$ cat src/rtl/bus_rf_pkg.sv
// Shared constants, response type and strobe helper for the mini-processor bus register file.
package bus_rf_pkg;

  localparam int unsigned BUS_ADDR_W = 16;
  localparam logic [BUS_ADDR_W-1:0] RF_BASE_ADDR = 16'h0110;
  localparam int unsigned RF_DEPTH = 10;
  localparam int unsigned RF_WIDTH = 64;

  // Widest register the strobe helper supports: 64 lanes of 8 bits.
  localparam int unsigned MAX_STRB  = 64;
  localparam int unsigned MAX_WIDTH = MAX_STRB * 8;

  typedef struct packed {
    logic ack;
    logic err;
  } bus_rsp_t;

  function automatic logic [MAX_WIDTH-1:0] byte_mask(input logic [MAX_STRB-1:0] strb);
    logic [MAX_WIDTH-1:0] mask;
    for (int k = 0; k < MAX_STRB; k++) begin
      mask[8*k +: 8] = {8{strb[k]}};
    end
    return mask;
  endfunction

endpackage

$ cat src/rtl/rf_word.sv
// One register of the bus register file: async reset, sync clear, byte-masked write.
module rf_word
  import bus_rf_pkg::*;
#(
  parameter int unsigned WIDTH = RF_WIDTH
) (
  input  logic             clk,
  input  logic             reset,
  input  logic             clear,
  input  logic             we,
  input  logic [WIDTH-1:0] mask,
  input  logic [WIDTH-1:0] wdata,
  output logic [WIDTH-1:0] q
);

  // NOTE: every word is reset (not left as uninitialised RAM) because reg_q
  // exposes all of them live to the core; state uses non-blocking assignments
  // so all words and the response register update from the same pre-edge values.
  always_ff @(posedge clk or posedge reset) begin
    if (reset) begin
      q <= '0;
    end else if (clear) begin
      q <= '0;
    end else if (we) begin
      q <= (q & ~mask) | (wdata & mask);
    end
  end

endmodule

$ cat src/rtl/bus_register_file.sv
// Parametrised register file slave: address decode, error logic, 1-cycle response pipeline, read mux.
module bus_register_file
  import bus_rf_pkg::*;
#(
  parameter int unsigned       DEPTH     = RF_DEPTH,
  parameter int unsigned       WIDTH     = RF_WIDTH,
  parameter int unsigned       ADDR_W    = BUS_ADDR_W,
  parameter logic [ADDR_W-1:0] BASE_ADDR = ADDR_W'(RF_BASE_ADDR),
  parameter logic [DEPTH-1:0]  RO_MASK   = '0
) (
  input  logic                   clk,
  input  logic                   reset,
  input  logic                   req,
  input  logic                   wr,
  input  logic [ADDR_W-1:0]      addr,
  input  logic [WIDTH-1:0]       wdata,
  input  logic [WIDTH/8-1:0]     wstrb,
  input  logic                   clear,
  output logic                   ack,
  output logic                   err,
  output logic [WIDTH-1:0]       rdata,
  output logic [DEPTH*WIDTH-1:0] reg_q
);

  // One extra bit so BASE_ADDR+DEPTH cannot wrap at the top of the address space.
  localparam logic [ADDR_W:0] BASE_X = {1'b0, BASE_ADDR};

  logic [ADDR_W:0]    addr_x;
  logic [DEPTH-1:0]   sel;
  logic               hit;
  logic               ro_hit;
  logic [WIDTH-1:0]   wmask;
  logic [DEPTH-1:0]   we;
  bus_rsp_t           rsp_d, rsp_q;
  logic [DEPTH-1:0]   rd_sel_d, rd_sel_q;
  logic [WIDTH-1:0]   word_q [DEPTH];

  assign addr_x = {1'b0, addr};
  assign wmask  = WIDTH'(byte_mask(MAX_STRB'(wstrb)));

  // NOTE: every signal written here gets a default first so no latch is inferred.
  always_comb begin
    sel = '0;
    for (int i = 0; i < DEPTH; i++) begin
      sel[i] = (addr_x == BASE_X + (ADDR_W+1)'(i));
    end
  end

  assign hit    = |sel;
  assign ro_hit = |(sel & RO_MASK);

  assign we       = (req && wr) ? (sel & ~RO_MASK) : '0;
  assign rd_sel_d = (req && !wr) ? sel : '0;

  always_comb begin
    rsp_d.ack = req;
    rsp_d.err = req && (!hit || (wr && ro_hit));
  end

  // The read select is registered, not the data, so rdata reflects any
  // clear or write applied at the same edge that sampled the read.
  always_ff @(posedge clk or posedge reset) begin
    if (reset) begin
      rsp_q    <= '0;
      rd_sel_q <= '0;
    end else begin
      rsp_q    <= rsp_d;
      rd_sel_q <= rd_sel_d;
    end
  end

  for (genvar i = 0; i < DEPTH; i++) begin : g_word
    rf_word #(
      .WIDTH (WIDTH)
    ) u_word (
      .clk   (clk),
      .reset (reset),
      .clear (clear),
      .we    (we[i]),
      .mask  (wmask),
      .wdata (wdata),
      .q     (word_q[i])
    );
    assign reg_q[i*WIDTH +: WIDTH] = word_q[i];
  end

  always_comb begin
    rdata = '0;
    for (int i = 0; i < DEPTH; i++) begin
      rdata = rdata | (word_q[i] & {WIDTH{rd_sel_q[i]}});
    end
  end

  assign ack = rsp_q.ack;
  assign err = rsp_q.err;

endmodule

$ cat config.mk
export PLATFORM = sky130hd
export DESIGN_NAME = bus_register_file
export DESIGN_NICKNAME = d
export VERILOG_FILES = /design/src/rtl/bus_rf_pkg.sv /design/src/rtl/rf_word.sv /design/src/rtl/bus_register_file.sv
export SDC_FILE = /design/constraint.sdc
export NUM_CORES = 2
export LEC_CHECK = 0
export CAP_MARGIN = 20
export CORE_AREA = 2 2 312 314
export CTS_BUF_LIST = sky130_fd_sc_hd__clkbuf_8
export DETAILED_ROUTE_END_ITERATION = 8
export DIE_AREA = 0 0 314 316
export HOLD_SLACK_MARGIN = 0.15
export PLACE_DENSITY = 0.64
export SETUP_SLACK_MARGIN = 0.15
export SLEW_MARGIN = 20
export SYNTH_ARGS = -nofsm -noshare
export SYNTH_HDL_FRONTEND = slang
export SYNTH_SLANG_ARGS = --single-unit
$ cat constraint.sdc
create_clock -name clk -period 20.8 [get_ports clk]
set_input_delay 4.16 -clock clk [delete_from_list [all_inputs] [get_ports clk]]
set_output_delay 4.16 -clock clk [all_outputs]
set_load 0.02 [all_outputs]
==> impl_metrics.toml <==
[sta]
slew_violations = 0
relSlewSlack = 0.163
hold_viol = 0
setup_viol = 0
fmax_mhz = 129
tns_ps = 0
skew_ps = 0
rsz0062_at_grt = "false"
fin_crit_sh = 0.373
min_period_ps = 7760
worst_slack_ps = 13040
max_slew.worst_pin.slew_ps = 1260

[power_and_ir_drop]
ir_drop_v = 0.0000404
power_frac_clock = 0.457
intPower_mw = 1.94
p_total_mw = 2.59
swShare = 0.252
seq_power_share = 0.490
p_per_area_nw_per_um2 = 65.1
power.leakage_nw = 16.5
combPwrFrac = 0.052
p_switching_mw = 0.652

[routing]
wl_um = 144000
routedWlPerCell_um = 32.1
drt_pass1_iterations = 8
drtAntennaViolNets = 0
drcViolationCount = 0
avgViaCountPerCell = 6.18
vias = 27700
first_iter_violations = 3374

[floorplan]
coreArea_um2 = 96000
dieHeight_um = 316
row_count = 114
design.die.area_um2 = 99200
start_util = 0.295
die_width_um = 314
io-pin-count = 799

[setup_path]
crit_required_ps = 16640
setup.worst_path.start = "rd_sel_q[1]$_DFF_PP0_"
worstPathCellList = "buf_4 -> a22o_1 -> a221oi_1 -> nand4_1 -> clkdlybuf4s50_1"
critPathKind = "flip-flop to output port"
path_delay_family = "buffers and inverters"
critPathMaxFanout = 55
start_kind = "flip-flop"
slowest_stage = "buf_4"
critPathCaptureType = "output port"
crit_arrival_ps = 3600
crit-reg2reg-launch = "g_word[9].u_word.q[51]$_DFFE_PP0P_"
max_stage_delay_ps = 840
cp_num_buf_inv = 2

[yosys]
syn_nets = 2512
ys_ff_latch = 652
avgSynthCellArea_um2 = 11.7
synthCells = 2419
synth_edf_count = 0
synth_commonest_cells = "dfrtp_1 (652), a22o_1 (576), a22oi_1 (192), clkbuf_1 (134), o21ai_0 (129)"
synth_cell_type_count = 32
synth_top_area_frac = 0.576
synth_top_cell_by_area = "dfrtp_1"
synth_area_leaders = "dfrtp_1 (58%), a22o_1 (18%), a22oi_1 (5.1%)"
seq_area_frac_synth = 0.576
async_reset_ff_frac = 1.00
yosysMostFrequentCell = "dfrtp_1"
yosysWarnings = 0
synth_ff_type = "dfrtp_1"
synth_area_um2 = 28300

[grt]
grt_usage = 0.278
antenna_found_initial = 9
grt_pass1_wl_um = 203000
grt_use_met1 = 0.364
grt_use_met2 = 0.433
use_met3 = 0.0649
grt_busiest_layer = "met2"
grt_max_degree = 167
first_global_vias = 26900
gr-total-overflow = 0

[final_layout]
area_delta_synth_final_pct = 40.3
layout-drive-gt1-share = 0.0869
nets = 3204

[worst_hold_path]
hold_start = "g_word[0].u_word.q[34]$_DFFE_PP0P_"
hp-class = "flip-flop to flip-flop"

[placement]
numPortBuffers = 798
place_ws_ps = 12400
place_congestion = 0.905
hpwl_um = 95600

[clock_network]
insertion_delay_ps = 710
root_buffer = "clkbuf_8"
cts_tree = "built"
post_cts_buffers = 0
clock-sinks = 652
clkSlewWorstSetupHoldPaths_ps = 60
clock_path_buffers = 3
cts_made_buffers = 109
cts.repair.resized = 0
hold_buffers = 0
htree_levels = 3

[outcome]
outcome = "finished, final reports clean"

[run]
cap_violations = 0
## state kept, by name, indices dropped and copies added (netlist names)
register,cells
ack,1
g_word.u_word.q,640
err,1
rd_sel_q,10
## stage by stage
stage | utilization | std cells | hold slack (ps) | cell area [um^2]
after CTS | 0.413 | 4473 | 527 | 39700
after detailed placement | 0.390 | 4274 | 509 | 37400
final | 0.414 | 4483 | 528 | 39800
after floorplan | - | 2419 | 629 | 28300
after global placement | 0.388 | 4271 | 508 | 37300
after global routing | 0.414 | 4480 | 543 | 39800
## metal layers
metal / routed length (um) / up-vias
met5: 30 / -
met2: 66400 / 2121
li1: - / 11000
met4: 7290 / 4
met3: 14500 / 421
met1: 55900 / 14100
## layout make-up
class | instances | area [um^2]
timing repair buffer | 861 | 8510
inverter | 2 | 11.3
clock inverter | 60 | 343
fill | 9112 | 56200
antenna | 8 | 20.0
multi-input combinational | 1485 | 11000
sequential | 652 | 16400
tap | 1276 | 1600
clock buffer | 139 | 1910
## logic make-up after synthesis
logic type,count (synthesis),synth area share
simple gates,331,0.0720
compound gates,1154,0.309
flops,652,0.576
buf+inv,282,0.0431
## power groups by stage
| stage | logic (mW) | clock network, mW | registers (mW) |
|---|---|---|---|
| 2_1_floorplan | 0.0655 | 0 | 1.29 |
| 3_3_place_gp | 0.133 | 0 | 1.29 |
| 3_5_place_dp | 0.135 | 0 | 1.29 |
| 4_1_cts | 0.135 | 1.20 | 1.27 |
| 5_1_grt | 0.145 | 1.25 | 1.27 |
| 6_report | 0.136 | 1.18 | 1.27 |
## placed cells by master, fill, tap and decap left out, types with 11 or more instances in the layout
| master | instances |
|---|---|
| inv_1 | 44 |
| buf_4 | 59 |
| a22oi_1 | 192 |
| a31oi_2 | 19 |
| a221oi_1 | 64 |
| a21oi_1 | 128 |
| and2_1 | 73 |
| dfrtp_1 | 642 |
| nand3_1 | 64 |
| clkdlybuf4s50_1 | 796 |
| nor2_1 | 11 |
| a31oi_1 | 37 |
| a22o_1 | 576 |
| o21ai_0 | 129 |
| nand2_1 | 21 |
| clkbuf_8 | 139 |
| nand4_1 | 128 |
## final timing paths
path | to | slack [ps] | cells after the start
setup reg to reg | g_word[9].u_word.q[51]$_DFFE_PP0P_ | 19930 | 2
setup / recovery | rdata[12] | 13040 | 5
max in group asynchronous | g_word[4].u_word.q[16]$_DFFE_PP0P_ | 13280 | 6
min in group asynchronous | g_word[2].u_word.q[44]$_DFFE_PP0P_ | 3880 | 2
hold reg to reg | g_word[0].u_word.q[34]$_DFFE_PP0P_ | 530 | 1
hold / removal | g_word[0].u_word.q[34]$_DFFE_PP0P_ | 530 | 1
Note: power is estimated with default switching activity, not from simulation.
